**config.mk**
```make
export PLATFORM = sky130hd
export DESIGN_NAME = ring_freq_meter
export DESIGN_NICKNAME = d
export VERILOG_FILES = /design/src/rtl/ring_meter_pkg.sv /design/src/rtl/ring_sync_edge.sv /design/src/rtl/ring_freq_meter.sv
export SDC_FILE = /design/constraint.sdc
export NUM_CORES = 1
export LEC_CHECK = 0
export BUFFER_PORTS_ARGS = -buffer_cell sky130_fd_sc_hd__buf_2
export CAP_MARGIN = 20
export CORE_MARGIN = 10
export CORE_UTILIZATION = 55
export CTS_BUF_LIST = sky130_fd_sc_hd__clkbuf_16
export CTS_CLUSTER_DIAMETER = 60
export DETAILED_ROUTE_END_ITERATION = 16
export GPL_TIMING_DRIVEN = 1
export PLACE_DENSITY = 0.75
export SLEW_MARGIN = 20
export SYNTH_ARGS = -nofsm -noshare
export SYNTH_HDL_FRONTEND = slang
export SYNTH_SLANG_ARGS = --single-unit
```
**constraint.sdc**
```tcl
create_clock -name clk -period 6.5 [get_ports clk]
set_input_delay 1.3 -clock clk [delete_from_list [all_inputs] [get_ports clk]]
set_output_delay 1.3 -clock clk [all_outputs]
set_load 0.1 [all_outputs]
```
**src/rtl/ring_meter_pkg.sv**
```systemverilog
// Shared types and constants for the ring-oscillator frequency meter.
package ring_meter_pkg;

  localparam int unsigned GATE_BASE_LOG2 = 8;
  localparam int unsigned GATE_CNT_W     = 11;

  typedef enum logic [1:0] {
    ST_IDLE = 2'd0,
    ST_GATE = 2'd1,
    ST_DONE = 2'd2
  } meter_state_e;

  // Gate counter preload: window length 2^(8+sel) minus one.
  function automatic logic [GATE_CNT_W-1:0] gate_load(input logic [1:0] sel);
    return GATE_CNT_W'((32'd1 << (GATE_BASE_LOG2 + 32'(sel))) - 32'd1);
  endfunction

endpackage

```
**src/rtl/ring_sync_edge.sv**
```systemverilog
// Three-flop synchronizer for the asynchronous ring signal plus rising-edge detect.
module ring_sync_edge (
  input  logic clk,
  input  logic rst_n,
  input  logic async_in,
  output logic edge_c
);

  logic s1, s2, s3;

  always_ff @(posedge clk or negedge rst_n) begin
    if (!rst_n) begin
      s1 <= 1'b0;
      s2 <= 1'b0;
      s3 <= 1'b0;
    end else begin
      s1 <= async_in;
      s2 <= s1;
      s3 <= s2;
    end
  end

  assign edge_c = s2 & ~s3;

endmodule

```
**src/rtl/ring_freq_meter.sv**
```systemverilog
// Gated edge-count frequency meter for the divided ring oscillator.
// Build option: RING_FREQ_METER_AUTORUN_EN selects free-running measurement.
module ring_freq_meter
  import ring_meter_pkg::*;
#(
  parameter int unsigned CNT_W = 16
) (
  input  logic             clk,
  input  logic             rst_n,
  input  logic             ena,
  input  logic             ring_in,
  input  logic [1:0]       gate_sel,
  input  logic             start,
  output logic             busy,
  output logic             done,
  output logic [CNT_W-1:0] count,
  output logic             overflow
);

  localparam logic [CNT_W-1:0] CNT_MAX = '1;

  logic ring_edge_c;
  logic launch_c;

  meter_state_e          state_q, state_d;
  logic [GATE_CNT_W-1:0] gate_cnt_q, gate_cnt_d;
  logic [CNT_W-1:0]      edge_cnt_q, edge_cnt_d;
  logic                  ovf_q, ovf_d;
  logic                  busy_d, done_d, overflow_d;
  logic [CNT_W-1:0]      count_d;

  ring_sync_edge u_sync (
    .clk      (clk),
    .rst_n    (rst_n),
    .async_in (ring_in),
    .edge_c   (ring_edge_c)
  );

`ifdef RING_FREQ_METER_AUTORUN_EN
  logic unused_start;
  assign unused_start = start;
  assign launch_c     = 1'b1;
`else
  assign launch_c = start;
`endif

  // Next-state, counters and next registered outputs.
  always_comb begin
    state_d    = state_q;
    gate_cnt_d = gate_cnt_q;
    edge_cnt_d = edge_cnt_q;
    ovf_d      = ovf_q;
    busy_d     = 1'b0;
    done_d     = 1'b0;
    count_d    = count;
    overflow_d = overflow;

    case (state_q)
      ST_IDLE: begin
        if (launch_c) begin
          state_d    = ST_GATE;
          gate_cnt_d = gate_load(gate_sel);
          edge_cnt_d = '0;
          ovf_d      = 1'b0;
          busy_d     = 1'b1;
        end
      end
      ST_GATE: begin
        busy_d = 1'b1;
        if (ring_edge_c) begin
          if (edge_cnt_q == CNT_MAX) ovf_d = 1'b1;
          else                       edge_cnt_d = edge_cnt_q + CNT_W'(1);
        end
        // Last counted cycle: publish including this cycle's edge.
        if (gate_cnt_q == '0) begin
          state_d    = ST_DONE;
          busy_d     = 1'b0;
          done_d     = 1'b1;
          count_d    = edge_cnt_d;
          overflow_d = ovf_d;
        end else begin
          gate_cnt_d = gate_cnt_q - GATE_CNT_W'(1);
        end
      end
      ST_DONE: begin
`ifdef RING_FREQ_METER_AUTORUN_EN
        state_d    = ST_GATE;
        gate_cnt_d = gate_load(gate_sel);
        edge_cnt_d = '0;
        ovf_d      = 1'b0;
        busy_d     = 1'b1;
`else
        state_d    = ST_IDLE;
`endif
      end
      default: state_d = ST_IDLE;
    endcase

    // Enable low aborts from any state without publishing a result.
    if (!ena) begin
      state_d    = ST_IDLE;
      busy_d     = 1'b0;
      done_d     = 1'b0;
      count_d    = count;
      overflow_d = overflow;
    end
  end

  always_ff @(posedge clk or negedge rst_n) begin
    if (!rst_n) begin
      state_q    <= ST_IDLE;
      gate_cnt_q <= '0;
      edge_cnt_q <= '0;
      ovf_q      <= 1'b0;
      busy       <= 1'b0;
      done       <= 1'b0;
      count      <= '0;
      overflow   <= 1'b0;
    end else begin
      state_q    <= state_d;
      gate_cnt_q <= gate_cnt_d;
      edge_cnt_q <= edge_cnt_d;
      ovf_q      <= ovf_d;
      busy       <= busy_d;
      done       <= done_d;
      count      <= count_d;
      overflow   <= overflow_d;
    end
  end

endmodule
```
# Word level (Yosys, flattened, before mapping)
# Index checks and enable logic that the tools add are counted.
[word_totals] regBits=52 in_bits=7 word_cells=53
[op_classes] n_reduce_logical=7 shift=1 addsub=4 bitwise=2 n_eq_ne=6 n_mux=22
[op_table] op="2-to-1 mux 16 bit" n=3
[op_table] op="case mux 16 bit (2 select lines)" n=1
[op_table] op="2-to-1 mux 11 bit" n=2
[op_table] op="case mux 11 bit (2 select lines)" n=1
[op_table] op="subtractor 11 x 1 -> 11 bit (second input constant)" n=2
[op_table] op="adder 16 x 1 -> 16 bit (second input constant)" n=1
[op_table] op="== test 16 bit (second input constant)" n=1
[op_table] op="logical NOT 11 bit" n=1
[op_table] op="left shift 1 x 5 -> 11 bit (first input constant)" n=1
[op_table] op="2-to-1 mux 1 bit" n=9
[op_table] op="2-to-1 mux 2 bit" n=3
[op_table] op="!= test 3 bit (second input constant)" n=2
[op_table] op="AND reduction 3 bit" n=2
[op_table] op="adder 4 x 2 -> 5 bit (first input constant)" n=1
[op_table] op="!= test 2 bit (second input constant)" n=2
[op_table] op="case mux 1 bit (2 select lines)" n=2
[op_table] op="case mux 2 bit (2 select lines)" n=1
[op_table] op="AND reduction 2 bit" n=2
[op_table] op="== test 2 x 1 -> 1 bit (second input constant)" n=1
[op_table] op="logical NOT 2 bit" n=1
[op_table] op="nonzero test 2 bit" n=1
[op_table] op="bitwise AND 1 bit" n=1
[op_table] op="inverter 1 bit" n=1

# Depth between registers and ports, before layout
# Gate-level depths: netlist of the first run.
[logic_depth] ltp_word=5 ltp_mapped=10 ltp_nobuf=8

# Modules after synthesis
# From an unflattened synthesis of the first run, not the netlist that was laid out.
[unflattened] hier_cells=319 area_unflattened_um2=2967.8
[by_module_without_submodules] module="ring_freq_meter" cells_each=315 n_inst=1 area_per_inst_um2=2879.0
[by_module_without_submodules] module="ring_sync_edge" cells_each=4 n_inst=1 area_per_inst_um2=88.8

# Worst setup path after synthesis of the first run
# Ideal clock, no wire load.
[synth_path] path_kind="input -> register" from="input start" to="register gate_cnt_q[6]" cell_stages=6 setup_time_ps=121 required_time_ps=6379 path_slack_ps=3889 arrival_ps=2490 cell_sequence="nor2_1 or2_2 clkbuf_1 a21o_1 or3_1 xor2_1"
[synth_between] elab_chain_len=2
[synth_rtl] item="start: declaration" line="ring_freq_meter.sv:13" source="input logic start,"
[synth_rtl] item="!= test 2 bit (no line)"
[synth_rtl] item="AND reduction 3 bit (no line)"
[synth_rtl] item="end signal: assignment" line="ring_freq_meter.sv:121" source="gate_cnt_q <= gate_cnt_d;"
[synth_rtl] item="end: declaration" line="ring_freq_meter.sv:26" source="logic [GATE_CNT_W-1:0] gate_cnt_q, gate_cnt_d;"
# Every way passes these cells.
# A chain may end at the register's enable or synchronous reset.

# Worst setup path in the final report of the first run
[layout_path] from="register edge_cnt_q[0]" to="register edge_cnt_q[4]"
[layout_between] elab_chain_len=4 elab_cells_between_ends=5
[layout_rtl] item="start: declaration" line="ring_freq_meter.sv:27" source="logic [CNT_W-1:0] edge_cnt_q, edge_cnt_d;"
[layout_rtl] item="start signal: assignment" line="ring_freq_meter.sv:122" source="edge_cnt_q <= edge_cnt_d;"
[layout_rtl] item="adder 16 x 1 -> 16 bit / == test 16 bit (equally long branches)" line="ring_freq_meter.sv:72, ring_freq_meter.sv:71"
[layout_rtl] item="2-to-1 mux 16 bit *" line="ring_freq_meter.sv:71" source="if (edge_cnt_q == CNT_MAX) ovf_d = 1'b1;"
[layout_rtl] item="2-to-1 mux 16 bit *" line="ring_freq_meter.sv:70" source="if (ring_edge_c) begin"
[layout_rtl] item="case mux 16 bit (2 select lines) *" line="ring_freq_meter.sv:58" source="case (state_q)"
# Every way passes the cells marked *; elsewhere a longest branch is shown, timed or not.

==> qor.txt, run 1 <==
status -> completed
Seq. cell area -> 0.00130 mm2
Final Cycle Share -> 0.403
IO Port Bufs -> 25
DR iter-0 viols -> 130
Final Power -> 0.868 mW
H-tree levels -> 2
Worst Setup SP -> edge_cnt_q[0]
WS Path Type -> reg2reg
Final Wtd Congestion -> 0.937
chip width -> 90.1 um
Post-Synthesis Net Count -> 302
Total Routing Usage GR -> 0.143
mapped cell area -> 0.00270 mm2
grt total ovfl -> 0
Setup TNS Final -> 0 ns
f_max -> 382 MHz
clock insertion delay at the later pin of the skew report -> 0.29 ns
DRC Markers -> 0
CTS resizes -> 0
arrival time worst endpoint -> 2.81 ns
clk sinks -> 52
synthesis-to-finish area growth -> 13.1%
filler instances -> 404
CP Depth -> 6
vias per cell -> 5.95
mean area per synthesized cell -> 9.23 um2
die height -> 90.1 um
Post-Route Utilization -> 0.643
area of the multi-input gates -> 0.00130 mm2
first-pass GRT wire length -> 9.83 mm
Hold/Removal Path Class -> reg2reg
most frequent CP cell -> a21o_1
Buf/Inv on CP -> 0
setup ws final -> 3.88 ns
setup skew after layout -> 0.00655 ns
Setup violations, final -> 0
WL/cell -> 15.2 um
R2R Setup Slk -> 3.88 ns
P_leak -> 1.38 nW
async set-reset flop share out of synthesis -> 1.00
number of synthesized register bits -> 52
HPWL Detailed -> 3.97 mm
io pins -> 26
hold_ws -> 0.356 ns
layout cell share with drive strength beyond 1 -> 0.142
R2R cell count -> 6
Max Cap Violations -> 0
worst r2r dst -> edge_cnt_q[4]
CP endpoint -> edge_cnt_q[4]
crit-path cells -> ha_1 -> and4_1 -> a41oi_1 -> nand4_1 -> a21o_1 -> a21o_1
Root Buffer -> clkbuf_16
CP max FO -> 12
Synth Flop Type -> dfrtp_1
minimum clock period -> 2.62 ns
Rel. slew slack -> 0.322
area of the core -> 0.00475 mm2
TritonCTS buffer count -> 5
Worst-path clk slew -> 0.07 ns
Worst setup SP type -> flop
most common cell after layout, fill and taps aside -> dfrtp_1
Top delay family on crit path -> compound AO/OA/AOI/OAI gates
Critical Path RT -> 6.69 ns
Setup crit end kind -> flop
EDFF count, synth -> 0
final net count -> 317
clk buf depth -> 2
Yosys warning count -> 0
PD cells -> 284 mW/mm2
initial antenna violation count -> 0
RSZ-0062 raised after global routing -> no
pre-CTS setup slack -> 3.78 ns
via count -> 2237
antenna cells -> 0
post-synth cell types -> 49
Peak VDD IR -> 0.145 mV
slew at the pin closest to its max-slew limit -> 1.00 ns
CTS tree -> built
leading cell types in the layout, fill and taps excluded -> 52 x dfrtp_1, 32 x nand2_1, 27 x o21ai_0, 25 x buf_2, 22 x nor2_1
Gate Count Post-Synth -> 293
slowest CP cell -> a41oi_1
drt total wl -> 5.72 mm
die area -> 0.00812 mm2
Final Max Tran Viols -> 0
# hold bufs at CTS -> 0
RR Startpoint -> edge_cnt_q[0]
CP max stage delay -> 0.83 ns
antenna viol nets, final -> 0
# rows -> 25
Final Hold Viols -> 0
largest net degree at the start of global routing -> 53
post-CTS setup buffers -> 0
vias in the first global route -> 2024
Initial Utilization -> 0.569
Seq/Total Area, Yosys -> 0.481
1st-pass router iterations -> 8
==> layout make-up <==
class,instances,area share
sequential,52,0.426
inverter,5,0.00614
tap,67,0.0274
clock inverter,3,0.0295
clock buffer,5,0.0409
multi-input combinational,217,0.425
timing repair buffer,27,0.0458
==> cells by family after synthesis <==
group                    synth area share
AO/OA/AOI/OAI                       0.173
XOR/XNOR                           0.0583
buffers and inverters              0.0393
AND/OR/NAND/NOR                     0.232
adder cells (fa/ha/maj)           0.00925
flip-flops                          0.481
multiplexers                      0.00740
==> through the flow <==
| step | instances | area (um2) |
|---|---|---|
| finish | 376 | 3060 |
| global placement | 368 | 2840 |
| detailed placement | 368 | 2840 |
| global route | 376 | 3060 |
| floorplan | 293 | 2700 |
| CTS | 376 | 3060 |
==> worst reg2reg max path, cell delays in order, from the launching register on <==
cell and delay [ns]:
dfrtp_1 0.43, ha_1 0.28, and4_1 0.27, a41oi_1 0.83, nand4_1 0.30, a21o_1 0.24
a21o_1 0.17
==> flip-flops by register name, summed over array words and instances, names as in the netlist <==
| name | count |
|---|---|
| u_sync.s2 | 1 |
| u_sync.s1 | 1 |
| ovf_q | 1 |
| gate_cnt_q | 11 |
| busy | 1 |
| state_q | 2 |
| overflow | 1 |
| done | 1 |
| edge_cnt_q | 16 |
| u_sync.s3 | 1 |
| count | 16 |
==> power by group <==
group          switching, mW  total (mW)  internal, mW
registers             0.0361       0.389         0.353
logic                 0.0616       0.104        0.0423
clock network          0.116       0.375         0.259
total                  0.213       0.868         0.654
==> worst min path at each step <==
stage	start	to	slack, ns	cells after the start
6_report	u_sync.s1	u_sync.s2	0.36	0
5_1_grt	u_sync.s1	u_sync.s2	0.36	0
4_1_cts	u_sync.s1	u_sync.s2	0.36	0
3_5_place_dp	u_sync.s1	u_sync.s2	0.34	0
3_3_place_gp	u_sync.s1	u_sync.s2	0.33	0
2_1_floorplan	u_sync.s1	u_sync.s2	0.33	0
==> per-layer routing <==
metal	GRT usage	wire (um)	vias up
li1	-	-	1082
met1	0.177	2590	1061
met2	0.229	2660	84
met3	0.0374	355	10
met4	0.0597	119	0
met5	0	0	-
==> synth_stat cells (6+ instances only) <==
| cell | n | area share |
|---|---|---|
| a21oi_1 | 18 | 0.033 |
| a31oi_1 | 8 | 0.019 |
| buf_2 | 7 | 0.013 |
| clkbuf_1 | 9 | 0.012 |
| dfrtp_1 | 52 | 0.48 |
| nand2_1 | 32 | 0.044 |
| nand2b_1 | 6 | 0.014 |
| nand3_1 | 8 | 0.015 |
| nand4_1 | 13 | 0.030 |
| nor2_1 | 22 | 0.031 |
| nor3_1 | 12 | 0.022 |
| o21ai_0 | 27 | 0.050 |
| xor2_1 | 13 | 0.042 |
Note: power is estimated with default switching activity, not from simulation.
==> inputs of run 2 (changes only) <==
--- a/config.mk
+++ b/config.mk
@@ -8,7 +8,7 @@
 export BUFFER_PORTS_ARGS = -buffer_cell sky130_fd_sc_hd__buf_2
 export CAP_MARGIN = 20
 export CORE_MARGIN = 10
-export CORE_UTILIZATION = 55
+export CORE_UTILIZATION = 53
 export CTS_BUF_LIST = sky130_fd_sc_hd__clkbuf_16
 export CTS_CLUSTER_DIAMETER = 60
 export DETAILED_ROUTE_END_ITERATION = 16
==> constraint.sdc (replaced) <==
create_clock -name clk -period 2.3 [get_ports clk]
set_input_delay 0.46 -clock clk [delete_from_list [all_inputs] [get_ports clk]]
set_output_delay 0.46 -clock clk [all_outputs]
set_load 0.1 [all_outputs]
==> run 2 against run 1 <==
Against the previous run: hold slack worse by 0.20 ns; sequential power rose to 2.8 times the previous value; non-clock buffer count up 6; clock-buffer cell count unchanged; die area up 2.9%; via count down 1.5%; clock skew down 0.0023 ns; wire length down 1.3%; combinational power rose to 2.9 times the previous value; utilization down 1.2 points; global-route usage down 0.32 points; worst setup slack worse by 3.7 ns; critical endpoint is now count[6]; largest cell class unchanged; largest power group unchanged.
==> qor.txt, run 2 (synthesis gave the netlist of run 1 again) <==
initial antenna violation count -> 0 (unchanged)
antenna cells -> 0 (unchanged)
clk buf depth -> 2 (unchanged)
slowest CP cell -> or4_4 (was a41oi_1)
Setup crit end kind -> flop (unchanged)
CTS resizes -> 0 (unchanged)
post-route design area -> 0.00306 mm2 (unchanged)
biggest regs -> count (16), edge_cnt_q (16), gate_cnt_q (11) (unchanged)
Max Cap Violations -> 0 (unchanged)
Setup TNS Final -> 0 ns (unchanged)
setup skew after layout -> 0.00426 ns (was 0.00655 ns)
Clk network pwr share -> 0.364 (was 0.432)
Cell Int Power -> 1.63 mW (was 0.654 mW)
final net count -> 323 (was 317)
H-tree levels -> 2 (unchanged)
CP max FO -> 21 (was 12)
DR iter-0 viols -> 149 (was 130)
Switching Share -> 0.263 (was 0.246)
RR Startpoint -> gate_cnt_q[2] (was edge_cnt_q[0])
area of the core -> 0.00485 mm2 (was 0.00475 mm2)
WS Path Type -> reg2reg (unchanged)
grt total ovfl -> 0 (unchanged)
sequential share of power -> 0.498 (was 0.448)
HPWL Detailed -> 4.11 mm (was 3.97 mm)
clock insertion delay at the later pin of the skew report -> 0.28 ns (was 0.29 ns)
# rows -> 25 (unchanged)
IO Port Bufs -> 25 (unchanged)
clk sinks -> 52 (unchanged)
Total Routing Usage GR -> 0.139 (was 0.143)
Final Wtd Congestion -> 0.850 (was 0.937)
io pins -> 26 (unchanged)
post-CTS setup buffers -> 0 (unchanged)
Setup violations, final -> 0 (unchanged)
DRC Markers -> 0 (unchanged)
die height -> 91.4 um (was 90.1 um)
Initial Utilization -> 0.558 (was 0.569)
Placed Area -> 0.00290 mm2 (was 0.00284 mm2)
Peak VDD IR -> 0.405 mV (was 0.145 mV)
Comb pwr share -> 0.138 (was 0.120)
Final Max Tran Viols -> 0 (unchanged)
1st-pass router iterations -> 4 (was 8)
pre-CTS setup slack -> 0.170 ns (was 3.78 ns)
die area -> 0.00836 mm2 (was 0.00812 mm2)
# hold bufs at CTS -> 0 (unchanged)
status -> completed (unchanged)
Rel. slew slack -> 0.612 (was 0.322)
P_leak -> 1.38 nW (about the same)
R2R cell count -> 6 (unchanged)
via count -> 2203 (was 2237)
vias per cell -> 5.80 (was 5.95)
Worst-path clk slew -> 0.06 ns (was 0.07 ns)
hold_ws -> 0.159 ns (was 0.356 ns)
Post-Route Utilization -> 0.631 (was 0.643)
Final Hold Viols -> 0 (unchanged)
drt total wl -> 5.65 mm (was 5.72 mm)
minimum clock period -> 2.13 ns (was 2.62 ns)
slew at the pin closest to its max-slew limit -> 0.577 ns (was 1.00 ns)
first-pass GRT wire length -> 9.93 mm (was 9.83 mm)
Final Cycle Share -> 0.928 (was 0.403)
CP max stage delay -> 0.56 ns (was 0.83 ns)
setup ws final -> 0.165 ns (was 3.88 ns)
Hold/Removal Path Class -> in2async (was reg2reg)
crit-path cells -> or4_4 -> nor4b_4 -> nand3_2 -> buf_4 -> nand2_1 -> o21ai_0 (was ha_1 -> and4_1 -> a41oi_1 -> nand4_1 -> a21o_1 -> a21o_1)
TritonCTS buffer count -> 5 (unchanged)
layout cell share with drive strength beyond 1 -> 0.157 (was 0.142)
WL/cell -> 14.9 um (was 15.2 um)
CTS tree -> built (unchanged)
RSZ-0062 raised after global routing -> no (unchanged)
worst r2r dst -> count[6] (was edge_cnt_q[4])
Root Buffer -> clkbuf_16 (unchanged)
antenna viol nets, final -> 0 (unchanged)
Critical Path RT -> 2.46 ns (was 6.69 ns)
Worst setup SP type -> flop (unchanged)
f_max -> 468 MHz (was 382 MHz)
vias in the first global route -> 2089 (was 2024)
most common cell after layout, fill and taps aside -> dfrtp_1 (unchanged)
largest net degree at the start of global routing -> 35 (was 53)
leading cell types in the layout, fill and taps excluded -> 52 x dfrtp_1, 32 x nand2_1, 27 x o21ai_0, 25 x buf_2, 22 x nor2_1 (unchanged)
R2R Setup Slk -> 0.17 ns (was 3.88 ns)
chip width -> 91.4 um (was 90.1 um)
PD cells -> 722 mW/mm2 (was 284 mW/mm2)
synthesis-to-finish area growth -> 13.1% (unchanged)
arrival time worst endpoint -> 2.29 ns (was 2.81 ns)
Sw Pwr -> 0.581 mW (was 0.213 mW)
run 2: cell count changes in the layout (fill, tap and decap cells not counted):
cell / change
buf_12: +1
buf_4: +5
bufinv_16: -2
ha_1: -1
ha_2: +1
run 2: how the worst max path moves through the flow:
stage	slack, ns	to	start	depth (start not counted)
final	0.17	count[6]	gate_cnt_q[2]	6
after global routing	0.01	count[6]	gate_cnt_q[2]	6
after CTS	0.16	count[6]	gate_cnt_q[2]	6
after detailed placement	0.17	count[6]	gate_cnt_q[3]	6
after global placement	0.23	count[9]	gate_cnt_q[3]	6
after floorplan	0.09	gate_cnt_q[10]	state_q[0]	10
run 2: area by class of cell:
type | count | area (um2)
fillers | 417 | 1790
flip-flops and latches | 52 | 1300
multi-input cells | 217 | 1300
repair buffers | 33 | 198
clock buffers | 5 | 125
well taps | 67 | 83.8
clock inverters | 1 | 30.0
inverters | 5 | 18.8
run 2: through the flow:
step | total power [mW] | std cells
after floorplan | 1.32 | 293
after global placement | 1.40 | 374
after detailed placement | 1.42 | 374
after CTS | 2.23 | 380
after global routing | 2.32 | 380
final | 2.21 | 380
run 2: layer usage:
metal / part of all wire / GRT usage
met4: 0.0078 / 0.0326
met1: 0.46 / 0.182
met2: 0.46 / 0.221
met5: 0 / 0
met3: 0.063 / 0.0420
run 2: worst max-delay path: cells and delay by family (launching register included):
family	cells	cell delay (ns)
flip-flops	1	0.42
AO/OA/AOI/OAI	1	0.08
AND/OR/NAND/NOR	4	1.22
buffers and inverters	1	0.29
run 2: power by group through the flow:
stage | combinational (mW) | sequential (mW) | clock, mW
after floorplan | 0.234 | 1.09 | 0
after global placement | 0.294 | 1.11 | 0
after detailed placement | 0.304 | 1.11 | 0
after CTS | 0.305 | 1.10 | 0.824
after global routing | 0.348 | 1.11 | 0.861
final | 0.304 | 1.10 | 0.804
